==> src/rtl/b8_jump_pkg.sv <==
// ============================================================================
// Module      : b8_jump_pkg
// Description : Shared types and default constants for the jump redirect
//               arbiter.
// Revision    : 1.0 - initial release
// ============================================================================
`default_nettype none

package b8_jump_pkg;

    localparam int c_default_num_ways = 2;
    localparam int c_default_addr_w   = 32;
    localparam int c_default_pid_w    = 2;
    localparam int c_default_flush    = 2;
    localparam int c_cnt_w            = 4;

    typedef enum logic [1:0] {
        IDLE  = 2'd0,
        PEND  = 2'd1,
        FLUSH = 2'd2
    } arb_state_t;

    typedef struct packed {
        logic                        flag;
        logic [c_default_addr_w-1:0] addr;
        logic [c_default_pid_w-1:0]  pID;
    } jump_req_t;

endpackage

`default_nettype wire

==> src/rtl/jump_age_sel.sv <==
// ============================================================================
// Module      : jump_age_sel
// Description : Combinational oldest-jump selector. Age is the modular
//               distance from the head ID; ties go to the lowest way index.
// Revision    : 1.0 - initial release
// ============================================================================
`default_nettype none

module jump_age_sel
    import b8_jump_pkg::*;
#(
    parameter int NUM_WAYS = c_default_num_ways,
    parameter int ADDR_W   = c_default_addr_w,
    parameter int PID_W    = c_default_pid_w,
    localparam int IDX_W   = $clog2(NUM_WAYS)
) (
    input  logic [NUM_WAYS-1:0]             i_flags,
    input  logic [NUM_WAYS-1:0][ADDR_W-1:0] i_addrs,
    input  logic [NUM_WAYS-1:0][PID_W-1:0]  i_pids,
    input  logic [PID_W-1:0]                i_head,
    output logic                            o_found,
    output logic [IDX_W-1:0]                o_win_idx,
    output logic [ADDR_W-1:0]               o_win_addr,
    output logic [PID_W-1:0]                o_win_pid
);

    logic [PID_W-1:0]  w_age [NUM_WAYS];
    logic              w_found;
    logic [IDX_W-1:0]  w_idx;
    logic [ADDR_W-1:0] w_addr;
    logic [PID_W-1:0]  w_pid;
    logic [PID_W-1:0]  w_best_age;

    // Truncation to PID_W bits performs the modulo on ID wrap-around.
    for (genvar i = 0; i < NUM_WAYS; i++) begin : g_age
        assign w_age[i] = i_pids[i] - i_head;
    end

    always_comb begin
        w_found    = 1'b0;
        w_idx      = '0;
        w_addr     = '0;
        w_pid      = '0;
        w_best_age = '0;
        // Strict less-than keeps the lowest index on equal ages.
        for (int i = 0; i < NUM_WAYS; i++) begin
            if (i_flags[i] && (!w_found || (w_age[i] < w_best_age))) begin
                w_found    = 1'b1;
                w_idx      = IDX_W'(i);
                w_addr     = i_addrs[i];
                w_pid      = i_pids[i];
                w_best_age = w_age[i];
            end
        end
    end

    assign o_found    = w_found;
    assign o_win_idx  = w_idx;
    assign o_win_addr = w_addr;
    assign o_win_pid  = w_pid;

endmodule

`default_nettype wire

==> src/rtl/jump_redirect_arb.sv <==
// ============================================================================
// Module      : jump_redirect_arb
// Description : Arbitrates per-way jump reports into one fetch redirect,
//               keeps the oldest pending, flushes younger ways on accept.
//               Optional JUMP_ARB_STATS_EN adds redirect/drop counters.
// Revision    : 1.0 - initial release
// ============================================================================
`default_nettype none

module jump_redirect_arb
    import b8_jump_pkg::*;
#(
    parameter int NUM_WAYS  = c_default_num_ways,
    parameter int ADDR_W    = c_default_addr_w,
    parameter int PID_W     = c_default_pid_w,
    parameter int FLUSH_CYC = c_default_flush
) (
    input  logic                            clk,
    input  logic                            rst,
    input  logic [NUM_WAYS-1:0]             jumpFlag_i,
    input  logic [NUM_WAYS-1:0][ADDR_W-1:0] jumpAddr_i,
    input  logic [NUM_WAYS-1:0][PID_W-1:0]  EU_pID_i,
    input  logic [PID_W-1:0]                head_pID_i,
    output logic                            redirValid_o,
    input  logic                            redirReady_i,
    output logic [ADDR_W-1:0]               redirAddr_o,
    output logic [PID_W-1:0]                redirPID_o,
    output logic [NUM_WAYS-1:0]             wayFlush_o,
    output logic                            busy_o
`ifdef JUMP_ARB_STATS_EN
    ,
    output logic [31:0]                     redirCnt_o,
    output logic [31:0]                     dropCnt_o
`endif
);

    localparam int IDX_W = $clog2(NUM_WAYS);
    localparam logic [c_cnt_w-1:0] c_flush_load = c_cnt_w'(FLUSH_CYC);
    localparam logic [c_cnt_w-1:0] c_cnt_one    = c_cnt_w'(1);

    arb_state_t         r_state;
    arb_state_t         w_next_state;
    logic [c_cnt_w-1:0] r_cnt;
    logic [ADDR_W-1:0]  r_addr;
    logic [PID_W-1:0]   r_pid;

    logic               w_found;
    logic [IDX_W-1:0]   w_win_idx;
    logic [ADDR_W-1:0]  w_win_addr;
    logic [PID_W-1:0]   w_win_pid;
    logic [PID_W-1:0]   w_age [NUM_WAYS];
    logic [PID_W-1:0]   w_win_age;
    logic [PID_W-1:0]   w_pend_age;
    logic               w_pend;
    logic               w_accept;
    logic               w_replace;

    jump_age_sel #(
        .NUM_WAYS (NUM_WAYS),
        .ADDR_W   (ADDR_W),
        .PID_W    (PID_W)
    ) u_age_sel (
        .i_flags    (jumpFlag_i),
        .i_addrs    (jumpAddr_i),
        .i_pids     (EU_pID_i),
        .i_head     (head_pID_i),
        .o_found    (w_found),
        .o_win_idx  (w_win_idx),
        .o_win_addr (w_win_addr),
        .o_win_pid  (w_win_pid)
    );

    for (genvar i = 0; i < NUM_WAYS; i++) begin : g_age
        assign w_age[i] = EU_pID_i[i] - head_pID_i;
    end

    // Pending age is re-measured every cycle since the head keeps retiring.
    assign w_win_age  = w_age[w_win_idx];
    assign w_pend_age = r_pid - head_pID_i;
    assign w_pend     = (r_state == PEND);
    assign w_accept   = w_pend && redirReady_i;
    assign w_replace  = w_pend && w_found && (w_win_age < w_pend_age);

    always_ff @(posedge clk) begin
        if (rst) begin
            r_state <= IDLE;
        end else begin
            r_state <= w_next_state;
        end
    end

    always_comb begin
        w_next_state = r_state;
        unique case (r_state)
            IDLE:    if (w_found) w_next_state = PEND;
            PEND:    if (w_accept) w_next_state = FLUSH;
            FLUSH:   if (r_cnt <= c_cnt_one) w_next_state = IDLE;
            default: w_next_state = IDLE;
        endcase
    end

    // Acceptance wins over replacement: a younger-than-head winner arriving
    // on the accept cycle is on the wrong path and is dropped.
    always_ff @(posedge clk) begin
        if (rst) begin
            r_cnt  <= '0;
            r_addr <= '0;
            r_pid  <= '0;
        end else begin
            unique case (r_state)
                IDLE: begin
                    if (w_found) begin
                        r_addr <= w_win_addr;
                        r_pid  <= w_win_pid;
                    end
                end
                PEND: begin
                    if (w_accept) begin
                        r_cnt <= c_flush_load;
                    end else if (w_replace) begin
                        r_addr <= w_win_addr;
                        r_pid  <= w_win_pid;
                    end
                end
                FLUSH: begin
                    r_cnt <= r_cnt - c_cnt_one;
                end
                default: begin
                    r_cnt <= '0;
                end
            endcase
        end
    end

    for (genvar i = 0; i < NUM_WAYS; i++) begin : g_flush
        assign wayFlush_o[i] = w_accept && (w_age[i] > w_pend_age);
    end

    assign redirValid_o = w_pend;
    assign redirAddr_o  = r_addr;
    assign redirPID_o   = r_pid;
    assign busy_o       = (r_state != IDLE);

`ifdef JUMP_ARB_STATS_EN
    logic [31:0] r_redir_cnt;
    logic [31:0] r_drop_cnt;

    // Every winner seen while pending either displaces the held redirect or
    // is discarded, so each counts as one drop.
    always_ff @(posedge clk) begin
        if (rst) begin
            r_redir_cnt <= '0;
            r_drop_cnt  <= '0;
        end else begin
            if (w_accept && (r_redir_cnt != '1)) begin
                r_redir_cnt <= r_redir_cnt + 32'd1;
            end
            if (w_pend && w_found && (r_drop_cnt != '1)) begin
                r_drop_cnt <= r_drop_cnt + 32'd1;
            end
        end
    end

    assign redirCnt_o = r_redir_cnt;
    assign dropCnt_o  = r_drop_cnt;
`endif

endmodule

`default_nettype wire

==> config.mk <==
export PLATFORM = sky130hd
export DESIGN_NAME = jump_redirect_arb
export DESIGN_NICKNAME = d
export VERILOG_FILES = /design/src/rtl/b8_jump_pkg.sv /design/src/rtl/jump_age_sel.sv /design/src/rtl/jump_redirect_arb.sv
export SDC_FILE = /design/constraint.sdc
export NUM_CORES = 1
export LEC_CHECK = 0
export ABC_AREA = 1
export ABC_CLOCK_PERIOD_IN_PS = 3400
export BUFFER_PORTS_ARGS = -buffer_cell sky130_fd_sc_hd__buf_4
export CORE_MARGIN = 3
export CORE_UTILIZATION = 48
export CTS_CLUSTER_SIZE = 40
export DETAILED_ROUTE_END_ITERATION = 10
export PLACE_DENSITY = 0.81
export SYNTH_ARGS = -nofsm -noshare
export SYNTH_HDL_FRONTEND = slang
export SYNTH_SLANG_ARGS = --single-unit
==> constraint.sdc <==
create_clock -name clk -period 3.4 [get_ports clk]
set_input_delay 0.51 -clock clk [delete_from_list [all_inputs] [get_ports clk]]
set_output_delay 0.51 -clock clk [all_outputs]
set_load 0.01 [all_outputs]
==> reports/qor.txt, run 1 <==
Avg WL per Cell: 11.9 um
total power divided by cell area: 589 nW/um^2
Avg Inst Size Synth: 6.29 um^2
die height: 78.9 um
P&R area growth vs syn: 36.9%
Antenna Nets Post-Route: 0
drt drc: 0
Clock transition at path regs: 0.07 ns
Primary FF master, synth: dfxtp_1
sequential share of the synthesized area: 31.4%
Vias/cell: 4.95
CTS sink cnt: 40
GP Congestion: 0.921
clk_skew: 0.00231 ns
initial antenna violation count: 0
post-synth top area cell: dfxtp_1
Final HPWL DP: 4970 um
post-CTS resize count: 0
Skew-Pair Late Insertion Delay: 0.28 ns
n_diodes: 0
post-synth top area share: 31.4%
Tmin final: 3.03 ns
worst vdd ir: 0.297 mV
cell family with most CP delay: simple AND/OR/NAND/NOR gates
CP endpoint kind: flop
Finished Cell Area: 3490 um^2
net count after synthesis: 494
CP arrival: 3.21 ns
period utilisation layout: 89.0%
hold_buf cts: 0
total number of vias: 2832
1st-iter DRT viols: 141
CP cell instances: buf_4, inv_1, ha_1, xor2_1, xor2_1, inv_1, ha_1, nand2_1, nand2_1, nand2_1, nand2_2, nand2_1, o21ai_0, ha_1, nand2_1, inv_1, nand2_1, nand2_1, nand2_2, buf_12, nand3_1, nand2_1, nor2_1
Syn Inst Count: 406
Final nets: 593
width of the die: 78.9 um
Crit Path Class: input pin to flop
Hold WS: 0.391 ns
worst slew pin tran: 0.392 ns
data required time of the worst path: 3.58 ns
Synth cell types: 26
Max Cap Viol: 0
Worst slew margin: 73.9%
status: finished, final reports clean
Boundary Pins: 113
Final Hold Viols: 0
Final WS setup: 0.373 ns
Core ar.: 4940 um^2
Die Area: 6230 um^2
post-synthesis instance area: 2550 um^2
GR Overflow Total: 0
row count: 25
FFs w/ async S/R, synth: 0%
CTS max path bufs: 2
crit-path most repeated cell: nand2_1
CP max-delay cell: ha_1
#FFs+latches synth: 40
via count of the first global-routing pass: 2471
Syn. warnings: 0
Leak: 1.85 nW
PortBufs: 112
Setup Slack @ Placement: 0.108 ns
Slowest Stage Delay on Critical Path: 0.30 ns
Starting Density: 51.6%
First-pass DRT Iterations: 4
Max Slew Vio Count: 0
peak fanout along the critical path: 35
TNS Setup: 0 ns
TritonCTS clock tree: built
most frequent cells after synthesis: 121 x nand2_1, 45 x nor2_1, 42 x a21oi_1, 40 x dfxtp_1, 40 x o21ai_0
share of cells above drive strength 1: 25.9%
H-tree depth: 2
Total GRT Usage: 21.4%
most frequent cell after synthesis: nand2_1
Num CTS Buffers: 5
total setup buffers inserted after CTS: 0
first-pass GRT wire length: 11000 um
Post-synth EDFFs: 0
Cell Area, Placed: 3420 um^2
RSZ-0062 raised after global routing: false
Worst Path Buf+Inv: 5
hold crit path type: input pin to flop
Post-Route WL: 6780 um
top area cells in the synthesized netlist: dfxtp_1 31%, nand2_1 18%, a21oi_1 8.2%
maximum clock rate: 0.330 GHz
count of final setup violators: 0
Critical Path Start Type: input pin
largest net degree at the start of global routing: 43
Clock Root Buffer: clkbuf_8
-- sequential cells by signal, summed over array words and instances (netlist names) --
signal       cells
r_cnt            4
r_state          2
redirAddr_o     32
redirPID_o       2
-- report_power, final --
group          leakage, nW  switching [W]  internal [W]
combinational         1.48       0.000589      0.000495
sequential           0.331      0.0000757      0.000605
clock               0.0410       0.000153      0.000140
-- worst register-to-register path: cells and delay by family, from the launching register on --
family,cells,cell delay [ns]
buffers and inverters,3,0.33
DFF,1,0.46
adders and majority gates,2,0.50
and+or+nand+nor,7,0.59
xor gates and xnor gates,2,0.48
-- path summary, 6_finish.rpt --
kind / start / to / slack [ns] / cells past startpoint
min reg2reg: redirAddr_o[1] / redirAddr_o[1] / 0.48 / 2
min: rst / r_cnt[1] / 0.39 / 2
max: EU_pID_i[2] / redirAddr_o[15] / 0.37 / 23
max reg2reg: redirPID_o[0] / redirAddr_o[15] / 0.96 / 14
-- cells by family (layout without fill, tap and decap cells) --
group                      Yosys count  count (layout)  synth area share (%)
AOI/OAI and AO/OA                   88              88                  18.3
adders and majority gates           13              13                  6.37
buffers and inverters               53             152                  9.46
DFF                                 40              40                  31.4
xor gates and xnor gates             6               6                  2.06
and+or+nand+nor                    206             206                  32.4
-- metrics by stage --
stage | std cells | utilization [%] | power [W]
global placement | 565 | 69.1 | 0.00175
global route | 572 | 70.7 | 0.00225
floorplan | 406 | - | 0.00139
finish | 572 | 70.7 | 0.00206
CTS | 572 | 70.7 | 0.00207
detailed placement | 565 | 69.1 | 0.00178
-- routing by layer --
metal	share of wire (%)	routed length, um	vias up	GRT usage (%)
li1	-	-	1511	-
met1	43	2890	1221	28.0
met2	48	3280	92	35.5
met3	7.8	531	8	4.54
met4	1.1	75	0	6.36
met5	0	0	-	0
-- placed cells by master (no fill, tap or decap), drive strengths merged, types with 2 or more instances in the layout --
cell and n:
inv 24, buf 120, xor2 4, o21ai 40, nand2 122, clkbuf 6, clkinv 2, ha 13
dfxtp 40, xnor2 2, nor2 45, nand3 36, a21oi 42
-- layout make-up --
class | count | area (um^2)
sequential | 40 | 801
fill | 456 | 1450
tap | 67 | 83.8
multi-input combinational | 313 | 1510
inverter | 25 | 93.8
clock buffer | 6 | 72.6
timing repair buffer | 120 | 926
clock inverter | 1 | 5.00
(Power assumes the default switching activity.)
==> run 2, diff against run 1 <==
--- a/config.mk
+++ b/config.mk
@@ -8,7 +8,7 @@
 export ABC_AREA = 1
 export ABC_CLOCK_PERIOD_IN_PS = 3400
 export BUFFER_PORTS_ARGS = -buffer_cell sky130_fd_sc_hd__buf_4
-export CORE_MARGIN = 3
+export CORE_MARGIN = 1
 export CORE_UTILIZATION = 48
 export CTS_CLUSTER_SIZE = 40
 export DETAILED_ROUTE_END_ITERATION = 10
==> constraint.sdc (replaced) <==
create_clock -name clk -period 3.4 [get_ports clk]
set_input_delay 0.34 -clock clk [delete_from_list [all_inputs] [get_ports clk]]
set_output_delay 0.34 -clock clk [all_outputs]
set_load 0.01 [all_outputs]
==> run 2 against run 1 <==
Die area decreased by 9.9%. Setup slack better by 0.17 ns. Register-to-register slack better by 0.08 ns. Clock power grew 45%. Non-clock buffer count down 2. Via count rose by 1.1%. Flip-flop and latch count unchanged. Critical path depth did not move. Final area grew 1.1%. Hold slack got worse by 0.18 ns. Count of clock-buffer cells in the layout is 1 higher. Critical path type unchanged.
==> reports/qor.txt, run 2 (synthesis gave the netlist of run 1 again) <==
TNS Setup: 0 ns (unchanged)
RSZ-0062 raised after global routing: false
total power divided by cell area: 621 nW/um^2 (+5.5%)
crit-path most repeated cell: nand2_1
commonest non-fill, non-tap cell in the layout: nand2_1
hold_buf cts: 0 (unchanged)
Vias/cell: 4.99 (+0.74%)
P&R area growth vs syn: 38.4%
n_diodes: 0 (unchanged)
Antenna Nets Post-Route: 0 (unchanged)
initial antenna violation count: 0 (unchanged)
First-pass DRT Iterations: 4 (unchanged)
CP endpoint kind: flop
1st-iter DRT viols: 137 (-2.8%)
Skew-Pair Late Insertion Delay: 0.29 ns (about the same)
max reg flops: 32 (unchanged)
Max Slew Vio Count: 0 (unchanged)
post-CTS resize count: 0 (unchanged)
share of cells above drive strength 1: 26.0% (+0.051 points)
worst slew pin tran: 0.649 ns (+0.257 ns)
Final Core Density: 69.2% (-1.6 points)
WHS Path Cells: 2 (unchanged)
Tmin final: 2.86 ns (-0.169 ns)
via count of the first global-routing pass: 2422 (-2.0%)
Worst slew margin: 56.8% (-17 points)
Total GRT Usage: 24.0% (+2.6 points)
data required time of the worst path: 3.59 ns (about the same)
Starting Density: 50.0% (-1.7 points)
Leak: 1.87 nW (+0.75%)
CP max-delay cell: ha_1
Clock Root Buffer: clkbuf_8
drt drc: 0 (unchanged)
GP Congestion: 0.895 (-2.8%)
Post-Route WL: 6770 um (-0.13%)
total setup buffers inserted after CTS: 0 (unchanged)
maximum clock rate: 0.350 GHz (+5.9%)
TritonCTS clock tree: built
Max Cap Viol: 0 (unchanged)
period utilisation layout: 84.1% (-5.0 points)
Core ar.: 5110 um^2 (+3.3%)
count of final setup violators: 0 (unchanged)
row count: 26 (+4.0%)
worst vdd ir: 0.480 mV (+62%)
Avg WL per Cell: 11.8 um (-0.48%)
most frequent cells in the layout: 120 x nand2_1, 116 x buf_4, 45 x nor2_1
clk_skew: 0.00371 ns (+0.00140 ns)
die height: 74.9 um (-5.1%)
GR Overflow Total: 0 (unchanged)
Critical Path Start Type: input pin
width of the die: 74.9 um (-5.1%)
Boundary Pins: 113 (unchanged)
Num CTS Buffers: 5 (unchanged)
worst r2r path cells: 14 (unchanged)
CP arrival: 3.05 ns (-0.16 ns)
hold crit path type: input pin to flop
Slowest Stage Delay on Critical Path: 0.30 ns (about the same)
CTS max path bufs: 2 (unchanged)
Final nets: 591 (-0.34%)
Final Hold Viols: 0 (unchanged)
total number of vias: 2863 (+1.1%)
Final HPWL DP: 4770 um (-3.9%)
Die Area: 5610 um^2 (-9.9%)
first-pass GRT wire length: 10400 um (-6.1%)
Clock transition at path regs: 0.07 ns (about the same)
peak fanout along the critical path: 35 (unchanged)
Crit Path Class: input pin to flop
CP cell instances: buf_4, inv_1, ha_1, xor2_1, xor2_1, inv_1, ha_1, nand2_1, nand2_1, nand2_1, nand2_2, nand2_1, o21ai_0, ha_1, nand2_1, inv_1, nand2_1, nand2_1, nand2_2, buf_12, nand3_1, nand2_1, nor2_1
largest net degree at the start of global routing: 69 (+60%)
H-tree depth: 2 (unchanged)
CTS sink cnt: 40 (unchanged)
status: finished, final reports clean
PortBufs: 112 (unchanged)
run 2: critical path, delay by kind of cell:
kind / cells / cell delay, ns
AOI/OAI and AO/OA: 1 / 0.09
buffers and inverters: 5 / 0.53
xor gates and xnor gates: 2 / 0.43
adders and majority gates: 3 / 0.77
and+or+nand+nor: 12 / 0.88
run 2: area by class of cell:
cell class	instances	area, um^2
multi-input cells	313	1510
inverters	25	93.8
fillers	494	1580
clock inverters	1	30.0
well taps	70	87.6
flip-flops and latches	40	801
repair buffers	118	911
clock buffers	7	96.3
run 2: path summary, 6_finish.rpt:
kind,start,to,slack (ns)
worst max-delay path,EU_pID_i[2],redirAddr_o[5],0.54
worst min-delay path,rst,r_cnt[1],0.21
worst max register to register,redirPID_o[0],redirAddr_o[5],1.04
worst min register to register,redirAddr_o[14],redirAddr_o[14],0.48
run 2: through the flow:
stage | cell area (um^2) | total power [W] | setup slack (ns) | cells | hold slack (ns)
6_report | 3530 | 0.00219 | 0.542 | 574 | 0.214
5_1_grt | 3530 | 0.00238 | 0.251 | 574 | 0.219
2_1_floorplan | 2550 | 0.00139 | 0.433 | 406 | 0.409
3_5_place_dp | 3410 | 0.00178 | 0.283 | 566 | 0.469
3_3_place_gp | 3410 | 0.00174 | 0.447 | 566 | 0.461
4_1_cts | 3530 | 0.00221 | 0.596 | 574 | 0.209
run 2: report_power, final:
part	leakage (nW)	internal, W	switching (W)
logic	1.47	0.000492	0.000598
clock network	0.0645	0.000259	0.000165
registers	0.331	0.000605	0.0000751
total	1.87	0.00136	0.000838
run 2: metal layers:
metal / wire length (um) / vias up / GRT usage, %
met5: 0 / - / 0
li1: - / 1507 / -
met2: 3410 / 76 / 42.2
met4: 82 / 0 / 9.85
met3: 442 / 7 / 5.76
met1: 2840 / 1273 / 28.0
==> run 3, diff against run 2 <==
--- a/config.mk
+++ b/config.mk
@@ -5,14 +5,14 @@
 export SDC_FILE = /design/constraint.sdc
 export NUM_CORES = 1
 export LEC_CHECK = 0
-export ABC_AREA = 1
-export ABC_CLOCK_PERIOD_IN_PS = 3400
+export ABC_AREA = 0
+export ABC_CLOCK_PERIOD_IN_PS = 3000
 export BUFFER_PORTS_ARGS = -buffer_cell sky130_fd_sc_hd__buf_4
 export CORE_MARGIN = 1
-export CORE_UTILIZATION = 48
+export CORE_UTILIZATION = 46
 export CTS_CLUSTER_SIZE = 40
 export DETAILED_ROUTE_END_ITERATION = 10
-export PLACE_DENSITY = 0.81
+export PLACE_DENSITY = 0.8
 export SYNTH_ARGS = -nofsm -noshare
 export SYNTH_HDL_FRONTEND = slang
 export SYNTH_SLANG_ARGS = --single-unit
==> constraint.sdc (replaced) <==
create_clock -name clk -period 3 [get_ports clk]
set_input_delay 0.3 -clock clk [delete_from_list [all_inputs] [get_ports clk]]
set_output_delay 0.3 -clock clk [all_outputs]
set_load 0.01 [all_outputs]
==> run 3 against run 2 <==
The flow now finishes with violations (negative setup slack). Setup slack worse by 0.74 ns. Area after synthesis down 9.1%. Critical path type unchanged. Final area increased by 5.0%. Via count fell by 9.3%. Wire length is 8.2% higher. First-iteration DRC count up 4.4%. Count of clock-buffer cells in the layout unchanged. Critical endpoint is now redirAddr_o[3]. Synthesized cell count shrank 38%. Die area is 5.0% lower.
==> reports/qor.txt, run 3 <==
total number of vias: 2598 (-9.3%)
FFs w/ async S/R, synth: 0% (unchanged)
period utilisation layout: 106%
Worst slew margin: 52.3% (-4.5 points)
most frequent cells in the layout: 126 x buf_4, 40 x dfxtp_1, 34 x a22oi_1
drt drc: 0 (unchanged)
Final Core Density: 77.5% (+8.3 points)
GP Congestion: 0.877 (-2.0%)
CP endpoint kind: flop
PortBufs: 112 (unchanged)
top area cells in the synthesized netlist: dfxtp_1 35%, a22oi_1 11%, a31oi_1 9.4%
post-synth top area share: 34.5% (+3.1 points)
Syn Inst Count: 253 (-38%)
Avg Inst Size Synth: 9.17 um^2 (+46%)
Clock Root Buffer: clkbuf_8
Antenna Nets Post-Route: 0 (unchanged)
Num CTS Buffers: 5 (unchanged)
Final nets: 462 (-22%)
total power divided by cell area: 673 nW/um^2 (+8.4%)
data required time of the worst path: 3.18 ns (-0.41 ns)
Skew-Pair Late Insertion Delay: 0.29 ns (about the same)
clk_skew: 0.0120 ns (+0.00831 ns)
status: complete, but fails checks
Starting Density: 48.5% (-1.5 points)
post-synth top area cell: dfxtp_1
max reg flops: 32 (unchanged)
Leak: 1.57 nW (-16%)
via count of the first global-routing pass: 2492 (+2.9%)
TNS Setup: -3.79 ns (-3.79 ns)
Cell Area, Placed: 3390 um^2 (-0.59%)
Synth cell types: 36 (+38%)
sequential share of the synthesized area: 34.5% (+3.1 points)
First-pass DRT Iterations: 5 (+1)
Final Hold Viols: 0 (unchanged)
share of cells above drive strength 1: 49.1% (+23 points)
CTS sink cnt: 40 (unchanged)
RSZ-0062 raised after global routing: true
n_diodes: 0 (unchanged)
Core ar.: 4790 um^2 (-6.3%)
Die Area: 5330 um^2 (-5.0%)
Final WS setup: -0.194 ns (-0.737 ns)
count of final setup violators: 34 (+34)
Finished Cell Area: 3710 um^2 (+5.0%)
Final HPWL DP: 4730 um (-0.91%)
Critical Path Start Type: input pin
GR Overflow Total: 0 (unchanged)
Vias/cell: 5.88 (+18%)
commonest non-fill, non-tap cell in the layout: buf_4
Total GRT Usage: 26.9% (+2.8 points)
H-tree depth: 2 (unchanged)
row count: 25 (-3.8%)
#FFs+latches synth: 40 (unchanged)
die height: 73.0 um (-2.5%)
worst vdd ir: 0.382 mV (-20%)
most frequent cell after synthesis: dfxtp_1
Post-Route WL: 7330 um (+8.2%)
Avg WL per Cell: 16.6 um (+41%)
width of the die: 73.0 um (-2.5%)
net count after synthesis: 341 (-31%)
CTS max path bufs: 2 (unchanged)
first-pass GRT wire length: 11100 um (+7.5%)
most frequent cells after synthesis: 40 x dfxtp_1, 35 x a31oi_1, 34 x a22oi_1, 26 x a211oi_1, 18 x clkbuf_1
CP arrival: 3.38 ns (+0.33 ns)
Post-synth EDFFs: 0 (unchanged)
Tmin final: 3.19 ns
Max Cap Viol: 0 (unchanged)
Non-Filler Instances: 442 (-23%)
P&R area growth vs syn: 59.8%
hold_buf cts: 0 (unchanged)
1st-iter DRT viols: 143 (+4.4%)
Crit Path Class: input pin to flop
Primary FF master, synth: dfxtp_1
initial antenna violation count: 0 (unchanged)
Clock transition at path regs: 0.07 ns (about the same)
TritonCTS clock tree: built
hold crit path type: input pin to flop
Max Slew Vio Count: 0 (unchanged)
largest net degree at the start of global routing: 41 (-41%)
maximum clock rate: 0.313 GHz
Boundary Pins: 113 (unchanged)
failing checks: negative setup slack
placed cells: 424 (-25%)
Syn. warnings: 0 (unchanged)
worst slew pin tran: 0.716 ns (+0.0669 ns)
peak fanout along the critical path: 5 (-86%)
post-synthesis instance area: 2320 um^2 (-9.1%)
[run 3: kinds of logic (layout without fill, tap and decap cells)]
group                      count (synthesis)  count (layout)  synth area share, %
AOI/OAI and AO/OA                        122             122                 39.6
DFF                                       40              40                 34.5
buffers and inverters                     36             158                 7.33
and+or+nand+nor                           32              32                 7.60
adders and majority gates                 13              13                 7.01
xor gates and xnor gates                   8               8                 3.02
muxes                                      2               2                0.916
[run 3: routing by layer]
layer,up-vias,global-route usage (%),wire [um]
met3,10,6.63,461
li1,1239,-,-
met5,-,0,0
met1,1236,32.1,2990
met4,0,9.37,112
met2,113,46.6,3760
[run 3: worst paths after layout]
check	start	endpoint	slack, ns	cells past startpoint
min reg2reg	r_state[0]	r_state[0]	0.50	2
max	EU_pID_i[0]	redirAddr_o[3]	-0.19	17
max reg2reg	redirPID_o[0]	redirAddr_o[3]	0.23	11
min	redirReady_i	r_state[1]	0.36	3
[run 3: critical path, stage by stage]
cell,delay [ns]
buf_12,0.09
inv_12,0.03
ha_4,0.15
xnor2_2,0.12
xnor2_1,0.23
nand2_1,0.13
ha_4,0.29
nand2_2,0.04
o211a_1,0.23
mux2_4,0.33
ha_4,0.15
or3b_1,0.36
a32oi_2,0.23
buf_6,0.18
clkbuf_16,0.14
a31oi_1,0.09
a211oi_1,0.27
[run 3: repair_timing]
action / CTS / global route
endpoints found under the setup margin: 34 / 34
setup buffers: 4 / 2
pin swaps: 13 / 16
gates resized for setup: 13 / 10
cloned: 3 / 2
[run 3: cell type report]
| cell class | count | area (um^2) |
|---|---|---|
| multi-input cells | 177 | 1500 |
| repair buffers | 139 | 1180 |
| fillers | 329 | 1080 |
| flip-flops and latches | 40 | 801 |
| well taps | 67 | 83.8 |
| clock buffers | 7 | 76.3 |
| inverters | 11 | 53.8 |
| clock inverters | 1 | 8.76 |
[run 3: per-stage QoR]
step                      setup slack, ns  power, W  hold slack, ns
after CTS                         -0.0165   0.00242           0.352
final                              -0.194   0.00250           0.363
after global routing               -0.277   0.00265           0.387
after global placement             -0.274   0.00190           0.466
after detailed placement           -0.380   0.00192           0.490
after floorplan                    -0.478   0.00148           0.446
[run 3: power breakdown]
group	internal, W	switching [W]
Sequential	0.000662	0.0000817
Clock	0.000166	0.000186
Combinational	0.000727	0.000674
Total	0.00156	0.000941
